**src/rtl/dsram_master_pkg.sv**
```systemverilog
// dsram_master_pkg: shared definitions for the data-SRAM initiator.
//   Access sizes, response error codes, FSM state encoding and small
//   helpers for the size byte-mask and the natural-alignment test.
package dsram_master_pkg;

    localparam logic [1:0] SIZE_B = 2'd0;
    localparam logic [1:0] SIZE_H = 2'd1;
    localparam logic [1:0] SIZE_W = 2'd2;
    localparam logic [1:0] SIZE_D = 2'd3;

    localparam logic [1:0] ERR_OK       = 2'd0;
    localparam logic [1:0] ERR_MISALIGN = 2'd1;
    localparam logic [1:0] ERR_RANGE    = 2'd2;

    typedef enum logic [1:0] {
        ST_IDLE = 2'd0,
        ST_RD   = 2'd1,
        ST_RESP = 2'd2
    } state_t;

    // Unshifted byte-enable pattern for an access of the given size.
    function automatic logic [7:0] size_mask(input logic [1:0] size);
        case (size)
            SIZE_B:  return 8'h01;
            SIZE_H:  return 8'h03;
            SIZE_W:  return 8'h0F;
            default: return 8'hFF;
        endcase
    endfunction

    // Natural alignment: the low log2(size) address bits must be zero.
    function automatic logic misaligned(input logic [1:0] size, input logic [2:0] lo);
        case (size)
            SIZE_H:  return lo[0];
            SIZE_W:  return |lo[1:0];
            SIZE_D:  return |lo;
            default: return 1'b0;
        endcase
    endfunction

endpackage

```
**src/rtl/dsram_master_lane_fmt.sv**
```systemverilog
// dsram_master_lane_fmt: combinational lane formatter.
//   Store side: replicates the LSB-justified store data across all lanes and
//   produces the byte enables for the addressed lanes.
//   Load side: shifts the addressed lane down to bit 0, masks to the access
//   size and sign/zero-extends.
// Ports:
//   size        in  2   access size (B/H/W/D)
//   byte_off    in  3   byte offset within the 64-bit word
//   is_unsigned in  1   zero-extend loads (ignored for D)
//   wdata       in  64  store data, LSB-justified
//   rdata       in  64  raw SRAM read word
//   wdata_lanes out 64  replicated store data
//   byte_en     out 8   byte enables for the addressed lanes
//   load_data   out 64  extracted and extended load result
module dsram_master_lane_fmt
    import dsram_master_pkg::*;
(
    input  logic [1:0]  size,
    input  logic [2:0]  byte_off,
    input  logic        is_unsigned,
    input  logic [63:0] wdata,
    input  logic [63:0] rdata,
    output logic [63:0] wdata_lanes,
    output logic [7:0]  byte_en,
    output logic [63:0] load_data
);

    logic [63:0] shifted;
    logic        sign_ext;

    always_comb begin
        shifted  = rdata >> {byte_off, 3'b000};
        sign_ext = ~is_unsigned;
        byte_en  = size_mask(size) << byte_off;
        case (size)
            SIZE_B: begin
                wdata_lanes = {8{wdata[7:0]}};
                load_data   = {{56{sign_ext & shifted[7]}}, shifted[7:0]};
            end
            SIZE_H: begin
                wdata_lanes = {4{wdata[15:0]}};
                load_data   = {{48{sign_ext & shifted[15]}}, shifted[15:0]};
            end
            SIZE_W: begin
                wdata_lanes = {2{wdata[31:0]}};
                load_data   = {{32{sign_ext & shifted[31]}}, shifted[31:0]};
            end
            default: begin
                wdata_lanes = wdata;
                load_data   = shifted;
            end
        endcase
    end

endmodule

```
**src/rtl/dsram_master.sv**
```systemverilog
// dsram_master: initiator for the 64-bit byte-enable data SRAM.
//   Turns sized load/store requests from the LSU into single SRAM cycles,
//   checks alignment and window range, and returns one response per request
//   with a single transaction outstanding.
// Ports:
//   clk, resetn                     clock, asynchronous active-low reset
//   req_valid/req_ready             request handshake
//   req_we, req_size, req_unsigned  store flag, size (B/H/W/D), load zero-extend
//   req_addr, req_wdata             byte address, LSB-justified store data
//   rsp_valid/rsp_ready             response handshake
//   rsp_rdata, rsp_err              load result, error code (ok/misalign/range)
//   sram_en, sram_we                SRAM enable and byte write enables
//   sram_addr, sram_wdata           SRAM word address and lane-aligned data
//   sram_rdata                      SRAM read data (cycle after the read)
//
// state   | meaning
// --------+------------------------------------------------------------
// ST_IDLE | ready for a request; SRAM driven combinationally on accept
// ST_RD   | SRAM read data arriving; extract lane into rsp_rdata
// ST_RESP | response held stable until rsp_ready
module dsram_master
    import dsram_master_pkg::*;
#(
    parameter int          SRAM_AW   = 14,
    parameter logic [63:0] BASE_ADDR = 64'h8000_0000
) (
    input  logic               clk,
    input  logic               resetn,
    input  logic               req_valid,
    output logic               req_ready,
    input  logic               req_we,
    input  logic [1:0]         req_size,
    input  logic               req_unsigned,
    input  logic [63:0]        req_addr,
    input  logic [63:0]        req_wdata,
    output logic               rsp_valid,
    input  logic               rsp_ready,
    output logic [63:0]        rsp_rdata,
    output logic [1:0]         rsp_err,
    output logic               sram_en,
    output logic [7:0]         sram_we,
    output logic [SRAM_AW-1:0] sram_addr,
    output logic [63:0]        sram_wdata,
    input  logic [63:0]        sram_rdata
);

    localparam logic [63:0] WIN_BYTES = 64'd1 << (SRAM_AW + 3);

    state_t             state;
    logic               ready_q;
    logic [1:0]         size_q;
    logic               unsigned_q;
    logic [2:0]         off_q;
    logic [SRAM_AW-1:0] addr_q;
    logic [63:0]        wdata_q;

    logic [63:0] offset;
    logic [1:0]  req_err;
    logic        accept;
    logic        access;
    logic [1:0]  fmt_size;
    logic [2:0]  fmt_off;
    logic        fmt_unsigned;
    logic [63:0] wdata_lanes;
    logic [7:0]  byte_en;
    logic [63:0] load_data;

    // Modular subtraction: an address below the base wraps to a huge offset,
    // so a single unsigned compare covers both ends of the window.
    assign offset = req_addr - BASE_ADDR;

    always_comb begin
        if (misaligned(req_size, req_addr[2:0])) begin
            req_err = ERR_MISALIGN;
        end else if (offset >= WIN_BYTES) begin
            req_err = ERR_RANGE;
        end else begin
            req_err = ERR_OK;
        end
    end

    // ready_q is only high in ST_IDLE, so it alone qualifies the accept.
    assign accept    = req_valid & ready_q;
    assign access    = accept & (req_err == ERR_OK);
    assign req_ready = ready_q;

    // The formatter is shared: in ST_RD it works on the captured load
    // attributes, otherwise on the live request.
    always_comb begin
        if (state == ST_RD) begin
            fmt_size     = size_q;
            fmt_off      = off_q;
            fmt_unsigned = unsigned_q;
        end else begin
            fmt_size     = req_size;
            fmt_off      = req_addr[2:0];
            fmt_unsigned = req_unsigned;
        end
    end

    dsram_master_lane_fmt u_lane_fmt (
        .size        (fmt_size),
        .byte_off    (fmt_off),
        .is_unsigned (fmt_unsigned),
        .wdata       (req_wdata),
        .rdata       (sram_rdata),
        .wdata_lanes (wdata_lanes),
        .byte_en     (byte_en),
        .load_data   (load_data)
    );

    assign sram_en    = access;
    assign sram_we    = (access & req_we) ? byte_en : 8'h00;
    assign sram_addr  = access ? offset[SRAM_AW+2:3] : addr_q;
    assign sram_wdata = access ? wdata_lanes : wdata_q;

    always_ff @(posedge clk or negedge resetn) begin
        if (!resetn) begin
            state      <= ST_IDLE;
            ready_q    <= 1'b0;
            rsp_valid  <= 1'b0;
            rsp_rdata  <= 64'd0;
            rsp_err    <= ERR_OK;
            size_q     <= SIZE_B;
            unsigned_q <= 1'b0;
            off_q      <= 3'd0;
            addr_q     <= '0;
            wdata_q    <= 64'd0;
        end else begin
            if (access) begin
                addr_q  <= offset[SRAM_AW+2:3];
                wdata_q <= wdata_lanes;
            end
            case (state)
                ST_IDLE: begin
                    ready_q <= 1'b1;
                    if (accept) begin
                        ready_q <= 1'b0;
                        if (req_err != ERR_OK || req_we) begin
                            state     <= ST_RESP;
                            rsp_valid <= 1'b1;
                            rsp_rdata <= 64'd0;
                            rsp_err   <= req_err;
                        end else begin
                            state      <= ST_RD;
                            size_q     <= req_size;
                            unsigned_q <= req_unsigned;
                            off_q      <= req_addr[2:0];
                        end
                    end
                end
                ST_RD: begin
                    state     <= ST_RESP;
                    rsp_valid <= 1'b1;
                    rsp_rdata <= load_data;
                    rsp_err   <= ERR_OK;
                end
                ST_RESP: begin
                    if (rsp_ready) begin
                        state     <= ST_IDLE;
                        ready_q   <= 1'b1;
                        rsp_valid <= 1'b0;
                        rsp_rdata <= 64'd0;
                        rsp_err   <= ERR_OK;
                    end
                end
                default: begin
                    state   <= ST_IDLE;
                    ready_q <= 1'b0;
                end
            endcase
        end
    end

endmodule

```
**config.mk**
```make
export PLATFORM = sky130hd
export DESIGN_NAME = dsram_master
export DESIGN_NICKNAME = d
export VERILOG_FILES = /design/src/rtl/dsram_master_pkg.sv /design/src/rtl/dsram_master_lane_fmt.sv /design/src/rtl/dsram_master.sv
export SDC_FILE = /design/constraint.sdc
export NUM_CORES = 1
export LEC_CHECK = 0
export ABC_CLOCK_PERIOD_IN_PS = 4800
export CORE_MARGIN = 2
export CORE_UTILIZATION = 60
export CTS_BUF_LIST = sky130_fd_sc_hd__clkbuf_8
export DETAILED_ROUTE_END_ITERATION = 6
export DONT_BUFFER_PORTS = 1
export HOLD_SLACK_MARGIN = 0.08
export MAX_ROUTING_LAYER = met4
export PLACE_DENSITY = 0.77
export SLEW_MARGIN = 10
export SYNTH_ARGS = -nofsm -noshare
export SYNTH_HDL_FRONTEND = slang
export SYNTH_SLANG_ARGS = --single-unit
```
**constraint.sdc**
```tcl
create_clock -name clk -period 4.8 [get_ports clk]
set_clock_uncertainty 0.05 [all_clocks]
set_input_delay 1.2 -clock clk [delete_from_list [all_inputs] [get_ports clk]]
set_output_delay 1.2 -clock clk [all_outputs]
set_load 0.05 [all_outputs]
```
==> results of run 1 <==
==> power groups by stage <==
stage          Combinational (mW)  Sequential (mW)  Clock [mW]
3_5_place_dp                0.694             1.41           0
2_1_floorplan               0.521             1.40           0
5_1_grt                     0.773             1.38        1.17
6_report                    0.727             1.38        1.11
3_3_place_gp                0.688             1.41           0
4_1_cts                     0.702             1.38        1.11
==> cell families (layout without fill, tap and decap cells) <==
kind of cell | after synthesis | count (layout)
flip-flops | 154 | 154
XOR/XNOR | 5 | 5
adder cells (fa/ha/maj) | 4 | 4
AO/OA/AOI/OAI | 286 | 286
buffers and inverters | 131 | 146
AND/OR/NAND/NOR | 395 | 395
other | 0 | 1
multiplexers | 166 | 166
==> repair_timing <==
action                                  in CTS  in global routing
endpoints found under the hold margin        0                  0
pin swaps                                   12                  5
gates resized for setup                     40                  5
buffers inserted                             7                  5
cloned                                       2                  0
endpoints found under the setup margin      86                 87
==> area by class of cell <==
type / instances / area, sq um
antenna: 1 / 2.502
clock buffer: 17 / 234.0
clock inverter: 15 / 200.2
fill: 1251 / 4810
inverter: 29 / 126.4
multi-input combinational: 856 / 6852
sequential: 154 / 3854
tap: 225 / 281.5
timing repair buffer: 85 / 877.1
==> routing by layer <==
metal / up-vias / part of all wire (%) / track usage [%]
met5: - / 0 / -
met4: 0 / 3.8 / 15.51
met3: 102 / 11 / 10.81
met2: 677 / 46 / 58.36
met1: 4832 / 39 / 50.80
li1: 4328 / - / -
==> Yosys cell counts (4+ instances only) <==
cell / count
buf_2: 20
a2111oi_0: 4
o31ai_1: 19
ha_1: 4
or4_1: 6
nor4_1: 14
o21ai_0: 76
or3_1: 8
nor2b_1: 4
nand4_1: 18
a31oi_1: 9
mux2i_1: 63
a21boi_0: 7
o41ai_1: 24
mux2_2: 71
mux4_2: 26
o2bb2ai_1: 16
and3_1: 81
inv_1: 29
nor3_1: 9
xnor2_1: 5
nand2_1: 172
dfrtp_1: 154
nand3_1: 18
mux2_1: 6
nor2_1: 41
clkbuf_1: 79
a21oi_1: 41
a32oi_1: 67
==> how the worst min path moves through the flow <==
| stage | to | slack (ns) | cells after the start |
|---|---|---|---|
| 5_1_grt | rsp_rdata[37] | 0.33 | 0 |
| 6_report | rsp_rdata[43] | 0.35 | 0 |
| 2_1_floorplan | off_q[0] | 0.45 | 1 |
| 3_3_place_gp | unsigned_q | 0.48 | 1 |
| 3_5_place_dp | unsigned_q | 0.49 | 1 |
| 4_1_cts | rsp_rdata[35] | 0.34 | 0 |
==> sequential cells by signal, summed over array words and instances (netlist names) <==
name	flops
req_ready	1
size_q	2
state	2
rsp_valid	1
unsigned_q	1
addr_q	14
wdata_q	64
rsp_err	2
off_q	3
rsp_rdata	64
==> critical path, stage by stage <==
cell and delay, ns:
or4_4 0.58, nor4_4 0.30, a31o_2 0.20, nand4_1 0.14
nor4_4 0.32, nand3_4 0.22, bufbuf_16 0.36, mux2_4 0.40
==> results.md, run 1 <==
- P_leak: 5.828 nW
- First-pass GRT wire length: 54,040 um
- Critical Path Sink Type: output pin
- Largest family of logic cells by synthesized area: multiplexers
- Crit path launch: req_addr[39]
- Maximum clock rate: between 200 and 250 MHz
- Placed instance area: between 10,000 and 15,000 sq um
- Row Count: 48
- Hold Buf Count CTS: 0
- Drt drc: 0
- Yosys warnings: 0
- Commonest non-fill, non-tap cell in the layout: nand2_1
- Top cells by area, synth: dfrtp_1 (37%), mux2_2 (7.6%), nand2_1 (6.1%)
- Nets: 1,347
- Max Cap Violations: 0
- Peak supply drop: around 0.00032 V
- Tot Pwr: between 3 and 4 mW
- CP max FO: 14
- Post-synthesis adder-cell area fraction: less than 1%
- Top FF cell, synth: dfrtp_1
- Sink Count: roughly 150
- CTS root buf: clkbuf_8
- Largest net degree at the start of global routing: between 150 and 200
- Area share of xor/xnor cells in the synthesized design: 0.4155%
- WP data required: between 3 and 4 ns
- Cell taking the most area after synthesis: dfrtp_1
- Starting Density: between 60 and 70%
- Worst setup SP type: input pin
- Port Buf Inserts: 0
- Total power divided by cell area: about 260 nW/um^2
- Worst EP arrival: between 3 and 4 ns
- Max_slew headroom: a little under two fifths
- Switching power: about 1.1 mW
- Final Cycle Share: 103.6%
- Clock power share: approximately 35%
- Dpl cells: 1,336
- Reg2Reg Capture Point: rsp_rdata[36]
- Sequential share of power: about 43%
- Max Slew Vio Count: 0
- Post-synth EDFFs: 0
- Place WS: -0.2989 ns
- Synth top area share: 36.57%
- Int Pwr: 2.076 mW
- Synth cell types: 60
- Commonest cells after routing, fill and taps aside: nand2_1 (172), dfrtp_1 (154), and3_1 (81)
- RR Startpoint: state[1]
- Ys async rst share: 100.0%
- Worst Max-Slew Pin Slew: ~0.93 ns
- Syn avg cell area: around 9 sq um
- Clk_lat worst skew: 0.48 ns
- Final setup viols: 81
- Syn Inst Count: approximately 1,100
- Die area: approximately 19,000 sq um
- Clock Tree Buf Depth: 2
- Seq/Total Area, Yosys: about 37%
- Ratio of cells with drive above 1 in the final layout: about a quarter
- Simple-gate share of the synthesized area: roughly a fifth
- Post-route ant nets: 0
- CTS tree: yes
- Critical path destination: sram_wdata[8]
- Grt ovf: 0
- Design area: 12,430 sq um
- Post-synthesis mux area share: approximately a fifth
- I/O pin cnt: 355
- Final Hold Fails: 0
- Fin crit period: slightly below 5 ns
- Switching Share: 35.54%
- # H-tree levels: 4
- Combinational share of power: about 23%
- Clock buffer count from CTS: 17
- Synth-to-Final Area Change: 17.92%
- RD Place Congestion: 1.004
- GRT Util Overall: approximately 39%
- Fraction of the mapped netlist area in compound gates: between 10% and 20%
- Vias in the first global route: between 9,000 and 10,000
- Failing checks: setup timing
- Final core occ: between 70% and 80%
- Setup tns final: -8.067 ns
- HPWL after DPL: approximately 25,000 um
- CORE AREA: around 17,000 sq um
- Reg2reg setup slack: 0.84 ns
- Clock Pin Slew Worst Setup and Hold Paths: approximately 0.1 ns
- Initial drt markers: between 1,000 and 1,500
- Hold Crit Class: input pin to async pin
- Length in cells of the worst reg-to-reg path: 10
- Routed WL: 36,210 um
- Syn Nets: between 1,000 and 1,500
- RSZ-0062 raised after global routing: yes
- Fin cells: approximately 1,400
- Synthesized cell area: between 10,000 and 15,000 sq um
- Setup ws final: -0.1721 ns
- Die height: approximately 140 um
- Routed vias: 9,939
- Outcome: complete, but fails checks
- DR WL/cell: between 20 and 30 um
- Drt pass-1 iters: 6
- Crit Path Class: input pin to output pin
- Die width: 136.5 um
- Initial antenna violation count: 1
- Hold slack final: ~0.35 ns
- Via density: a little over 7
- #FFs+latches synth: ~150
No activity file was read; power rests on OpenSTA's default activity.
==> inputs of run 2 (changes only) <==
GPL_TIMING_DRIVEN = 0   (was unset)
==> results.md, run 2 (same netlist as run 1, synthesis figures left out) <==
- Via density: 7.347 (+2.2%)
- Peak supply drop: 0.0002692 V (-15%)
- Clock Pin Slew Worst Setup and Hold Paths: 0.10 ns (about the same)
- Outcome: complete, but fails checks
- CP max FO: 7 (-7)
- CTS tree: yes
- First-pass GRT wire length: 58,070 um (+7.5%)
- Placed instance area: 11,280 sq um (-3.1%)
- Die area: 18,640 sq um (unchanged)
- Critical Path Sink Type: output pin
- Row Count: 48 (unchanged)
- Ratio of cells with drive above 1 in the final layout: 20.98% (-2.9 points)
- Clock buffer count from CTS: 17 (unchanged)
- Maximum clock rate: 192.8 MHz (-4.2%)
- Registers with the most flip-flops: rsp_rdata x64, wdata_q x64, addr_q x14
- Max_slew headroom: 11.44% (-26 points)
- RR Startpoint: state[1]
- WP data required: 3.55 ns (about the same)
- DR WL/cell: 28.50 um (+8.8%)
- Fin cells: 1,428 (+3.3%)
- Synth-to-Final Area Change: 18.95%
- Hold Buf Count CTS: 0 (unchanged)
- Routed WL: 40,700 um (+12%)
- Worst Max-Slew Pin Slew: 1.315 ns (+0.3820 ns)
- Starting Density: 61.14% (unchanged)
- Drt pass-1 iters: 5 (-1)
- Setup ws final: -0.3877 ns (-0.2156 ns)
- Critical path, cell by cell: clkinv_8 -> ha_4 -> or3b_4 -> buf_6 -> nor4_4 -> xnor2_1 -> nand4_1 -> nor4_4 -> nand3_4 -> buf_12 -> buf_16 -> mux2i_4
- Max Slew Vio Count: 0 (unchanged)
- Final Cycle Share: 108.1% (+4.5 points)
- Clk_lat worst skew: 0.47 ns (about the same)
- Reg2Reg Capture Point: rsp_rdata[35]
- HPWL after DPL: 28,780 um (+15%)
- Failing checks: setup timing
- GRT Util Overall: 43.02% (+3.9 points)
- RD Place Congestion: 0.9984 (-0.52%)
- Reg2reg setup slack: 0.88 ns (+0.04 ns)
- Worst setup SP type: input pin
- Die width: 136.5 um (unchanged)
- Largest net degree at the start of global routing: 155 (unchanged)
- Final Hold Fails: 0 (unchanged)
- Port Buf Inserts: 0 (unchanged)
- Commonest non-fill, non-tap cell in the layout: nand2_1
- Commonest cells after routing, fill and taps aside: nand2_1 (172), dfrtp_1 (154), and3_1 (81)
- CTS root buf: clkbuf_8
- Max Cap Violations: 0 (unchanged)
- Vias in the first global route: 10,010 (+4.3%)
- Design area: 12,540 sq um (+0.88%)
- Post-route ant nets: 0 (unchanged)
- Grt ovf: 0 (unchanged)
- Total power divided by cell area: 254.2 nW/um^2 (-1.9%)
- Routed vias: 10,490 (+5.6%)
- GRT Max-Usage Layer: met2
- Die height: 136.5 um (unchanged)
- P_leak: 5.752 nW (-1.3%)
- I/O pin cnt: 355 (unchanged)
- # H-tree levels: 4 (unchanged)
- Initial antenna violation count: 1 (unchanged)
- Worst EP arrival: 3.94 ns (+0.22 ns)
- Crit path top cell by count: nor4_4
- Drt drc: 0 (unchanged)
- Grt met3 use: 14.63% (+3.8 points)
- Crit-path slowest cell: mux2i_4
- Crit Path Class: input pin to output pin
- Final setup viols: 86 (+6.2%)
- CORE AREA: 17,240 sq um (unchanged)
- RSZ-0062 raised after global routing: yes
- Slowest stage delay, CP: 0.43 ns (-0.15 ns)
- Fin crit period: 5.188 ns (+0.2156 ns)
- Length in cells of the worst reg-to-reg path: 11 (+1)
- Routing usage on met1: 54.70% (+3.9 points)
- Dpl cells: 1,366 (+2.2%)
- Clock Tree Buf Depth: 2 (unchanged)
- Hold Crit Class: input pin to async pin
- Nets: 1,392 (+3.3%)
- Grt met2 use: 65.06% (+6.7 points)
- Fillers: 1,295 (+3.5%)
- Sink Count: 154 (unchanged)
- Initial drt markers: 1,087 (-15%)
-- run 2: cell count changes in the layout (fill, tap and decap cells not counted), sizes merged, moves of 3 or more --
| cell | delta |
|---|---|
| buf | -31 |
| clkbuf | +77 |
| inv | -4 |
| bufinv | -3 |
| clkinv | +6 |
-- run 2: worst max-delay path, delay by kind of cell --
family	cells	cell delay [ns]
XOR/XNOR	1	0.18
adder cells (fa/ha/maj)	1	0.12
buffers and inverters	4	0.53
multiplexers	1	0.43
AND/OR/NAND/NOR	5	1.45
-- run 2: how the worst max path moves through the flow --
| stage | from | end | slack, ns | cells past startpoint |
|---|---|---|---|---|
| finish | req_addr[31] | sram_wdata[16] | -0.39 | 12 |
| global route | req_addr[31] | sram_we[4] | -0.49 | 11 |
| CTS | req_addr[36] | sram_we[2] | -0.39 | 10 |
| detailed placement | req_addr[32] | sram_wdata[16] | -1.35 | 9 |
| global placement | req_addr[38] | sram_wdata[16] | -1.27 | 9 |
| floorplan | req_addr[32] | sram_we[7] | -0.70 | 9 |
-- run 2: power breakdown --
part	switching [mW]	leakage, nW	internal, mW	total [mW]
Combinational	0.548	3.48	0.231	0.779
Clock	0.630	0.202	0.397	1.03
Sequential	0.0669	2.07	1.31	1.38
Total	1.24	5.75	1.94	3.19
-- run 2: layer usage --
layer  up-vias  part of all wire, %
li1       4437                    -
met3       129                   12
met2       786                   46
met5         -                    0
met4         0                  3.8
met1      5139                   38
-- run 2: layout make-up --
| cell class | count | area [sq um] | area share, % |
|---|---|---|---|
| timing repair buffer | 29 | 402.9 | 3.214 |
| buffer | 101 | 539.3 | 4.302 |
| sequential | 154 | 3854 | 30.74 |
| antenna | 2 | 5.005 | 0.03992 |
| multi-input combinational | 856 | 6904 | 55.08 |
| clock buffer | 17 | 234.0 | 1.866 |
| clock inverter | 15 | 177.7 | 1.417 |
| inverter | 29 | 137.6 | 1.098 |
| tap | 225 | 281.5 | 2.246 |
-- run 2: timing repair --
item / in CTS / in global routing
gates cloned: 6 / 1
endpoints found under the hold margin: 0 / 0
resized for setup: 93 / 24
buffers inserted: 17 / 6
setup endpoints to repair: 87 / 87
pin swaps: 19 / 23
-- run 2: through the flow --
stage          setup slack (ns)  utilization, %  TNS (ns)  hold slack (ns)  total power, mW
6_report                -0.3877           72.73    -27.15           0.3485            3.187
5_1_grt                 -0.4866           72.71    -32.46           0.3432            3.289
4_1_cts                 -0.3886           72.00    -24.79           0.3230            3.140
3_5_place_dp             -1.347           65.47    -66.22           0.4683            2.132
3_3_place_gp             -1.275           65.47    -60.66           0.4541            2.122
2_1_floorplan           -0.6996               -    -16.69           0.4461            1.922
==> inputs of run 3 (changes only) <==
CORE_ASPECT_RATIO = 1.25   (was unset)
CORE_MARGIN = 3   (was 2)
==> results.md, run 3 (same netlist as run 1, synthesis figures left out) <==
- Outcome: complete, but fails checks
- Failing checks: setup timing
- CTS root buf: clkbuf_8
- Clock Pin Slew Worst Setup and Hold Paths: 0.10 ns (about the same)
- Reg2reg setup slack: 0.86 ns (-0.02 ns)
- Peak supply drop: 0.0002304 V (-14%)
- Switching power: 1.148 mW (-7.7%)
- P_leak: 5.859 nW (+1.9%)
- Commonest non-fill, non-tap cell in the layout: nand2_1
- Initial drt markers: 1,113 (+2.4%)
- Initial antenna violation count: 0 (-1)
- Maximum clock rate: 191.9 MHz (-0.43%)
- RD Place Congestion: 1.047 (+4.9%)
- RSZ-0062 raised after global routing: yes
- Clock power share: 36.2% (+4.0 points)
- Grt met3 use: 11.81% (-2.8 points)
- Dpl cells: 1,361 (-0.37%)
- Max_slew headroom: 31.37% (+20 points)
- Synth-to-Final Area Change: 20.49%
- # H-tree levels: 4 (unchanged)
- Total power divided by cell area: 265.5 nW/um^2 (+4.4%)
- Ant. Diodes: 0 (-2)
- Worst EP arrival: 3.96 ns (+0.02 ns)
- Combinational share of power: 22.9% (-1.5 points)
- Row Count: 53 (+10%)
- Routed WL: 41,310 um (+1.5%)
- Starting Density: 61.84% (+0.70 points)
- Post-route ant nets: 0 (unchanged)
- I/O pin cnt: 355 (unchanged)
- First-pass GRT wire length: 61,420 um (+5.8%)
- Worst Max-Slew Pin Slew: 1.029 ns (-0.2851 ns)
- Sink Count: 154 (unchanged)
- Max Slew Vio Count: 0 (unchanged)
- Largest net degree at the start of global routing: 155 (unchanged)
- Ratio of cells with drive above 1 in the final layout: 21.31% (+0.33 points)
- CORE AREA: 17,040 sq um (-1.1%)
- Registers with the most flip-flops: rsp_rdata x64, wdata_q x64, addr_q x14
- Crit Path Class: input pin to output pin
- Length in cells of the worst reg-to-reg path: 11 (unchanged)
- Sequential share of power: 40.9% (-2.4 points)
- RR Startpoint: state[1]
- Final Cycle Share: 108.5% (+0.46 points)
- Switching Share: 34.06% (-5.0 points)
- Place WS: -1.431 ns (-0.08415 ns)
- Final Hold Fails: 0 (unchanged)
- Nets: 1,398 (+0.43%)
- Hold slack final: 0.3564 ns (+0.007928 ns)
- Fin cells: 1,426 (-0.14%)
- Worst setup SP type: input pin
- Drt drc: 0 (unchanged)
- Reg2Reg Capture Point: rsp_rdata[33]
- Die height: 154.2 um (+13%)
- DR WL/cell: 28.97 um (+1.7%)
- WP data required: 3.55 ns (about the same)
- Setup ws final: -0.4099 ns (-0.02220 ns)
- Commonest cells after routing, fill and taps aside: nand2_1 (172), dfrtp_1 (154), and3_1 (81)
- Routed vias: 10,470 (-0.21%)
- Vias in the first global route: 10,210 (+2.0%)
- Critical Path Sink Type: output pin
- Clock buffer count from CTS: 17 (unchanged)
- HPWL after DPL: 30,330 um (+5.4%)
- Die area: 19,200 sq um (+3.0%)
- Via density: 7.342 (about the same)
- Routing usage on met1: 47.36% (-7.3 points)
- Grt ovf: 0 (unchanged)
- Fin crit period: 5.210 ns (+0.02220 ns)
- Hold Crit Class: input pin to async pin
- GRT Max-Usage Layer: met2
- Max Cap Violations: 0 (unchanged)
- Final setup viols: 86 (unchanged)
- Drt pass-1 iters: 6 (+1)
- CTS tree: yes
- Grt met2 use: 68.71% (+3.7 points)
- Clock Tree Buf Depth: 2 (unchanged)
- CP max FO: 5 (-2)
- Die width: 124.5 um (-8.8%)
- Clk_lat worst skew: 0.47 ns (about the same)
- GRT Util Overall: 42.45% (-0.57 points)
- Int Pwr: 2.223 mW (+14%)
- Port Buf Inserts: 0 (unchanged)
==> run 3: changes by cell type in the layout (fill, tap and decap cells not counted), sizes merged <==
| cell | previous run | this run |
|---|---|---|
| clkinvlp | 2 | 0 |
| buf | 53 | 55 |
| bufinv | 0 | 6 |
| clkbuf | 94 | 98 |
| clkinv | 9 | 4 |
| diode | 2 | 0 |
==> run 3: cell type report <==
class | count | area (sq um)
Clock buffer | 17 | 234.0
Timing Repair Buffer | 35 | 465.4
Inverter | 29 | 147.6
Clock inverter | 14 | 241.5
Fill cell | 1186 | 4344
Multi-Input combinational cell | 856 | 6927
Sequential cell | 154 | 3854
Buffer | 101 | 554.3
Tap cell | 220 | 275.3
==> run 3: power groups by stage <==
stage / sequential (mW) / clock, mW / combinational, mW
floorplan: 1.40 / 0 / 0.521
global placement: 1.40 / 0 / 0.718
detailed placement: 1.40 / 0 / 0.725
CTS: 1.38 / 1.21 / 0.740
global route: 1.38 / 1.27 / 0.829
finish: 1.38 / 1.22 / 0.773
==> run 3: per-stage QoR <==
stage / setup TNS (ns) / cell area [sq um] / power, mW / utilization, %
floorplan: -16.69 / 11000 / 1.922 / -
global placement: -72.49 / 11280 / 2.121 / 66.18
detailed placement: -74.93 / 11280 / 2.130 / 66.18
CTS: -24.12 / 12420 / 3.331 / 72.86
global route: -34.00 / 12700 / 3.479 / 74.51
finish: -27.91 / 12700 / 3.371 / 74.51
==> run 3: per-layer routing <==
metal	part of all wire (%)	vias to the layer above
met1	33	5098
met4	6.8	0
li1	-	4460
met2	49	741
met3	11	170
met5	0	-
==> run 3: worst max path at each step <==
stage                  from  slack (ns)  cells after the start        endpoint
2_1_floorplan  req_addr[32]       -0.70                      9      sram_we[7]
3_3_place_gp   req_addr[32]       -1.40                      9  sram_wdata[18]
3_5_place_dp   req_addr[32]       -1.43                      9  sram_wdata[22]
4_1_cts        req_addr[38]       -0.41                      8      sram_we[4]
5_1_grt        req_addr[38]       -0.50                      8      sram_we[4]
6_report       req_addr[38]       -0.41                     12  sram_wdata[13]
==> run 3: repair_timing <==
action | in CTS | in global routing
gates resized for setup | 89 | 34
buffers inserted | 19 | 11
cloned | 4 | 4
pin swaps | 22 | 16
setup endpoints to repair | 87 | 87
hold buffers | 0 | 0
==> run 3: worst max-delay path, cell delays in order <==
cell and delay (ns):
or4_4 0.56, nor3_4 0.15, buf_4 0.14, buf_4 0.09
buf_4 0.10, a31o_4 0.15, nand4_1 0.14, nor4_4 0.37
nand3_4 0.21, buf_12 0.21, buf_16 0.15, mux2i_4 0.47
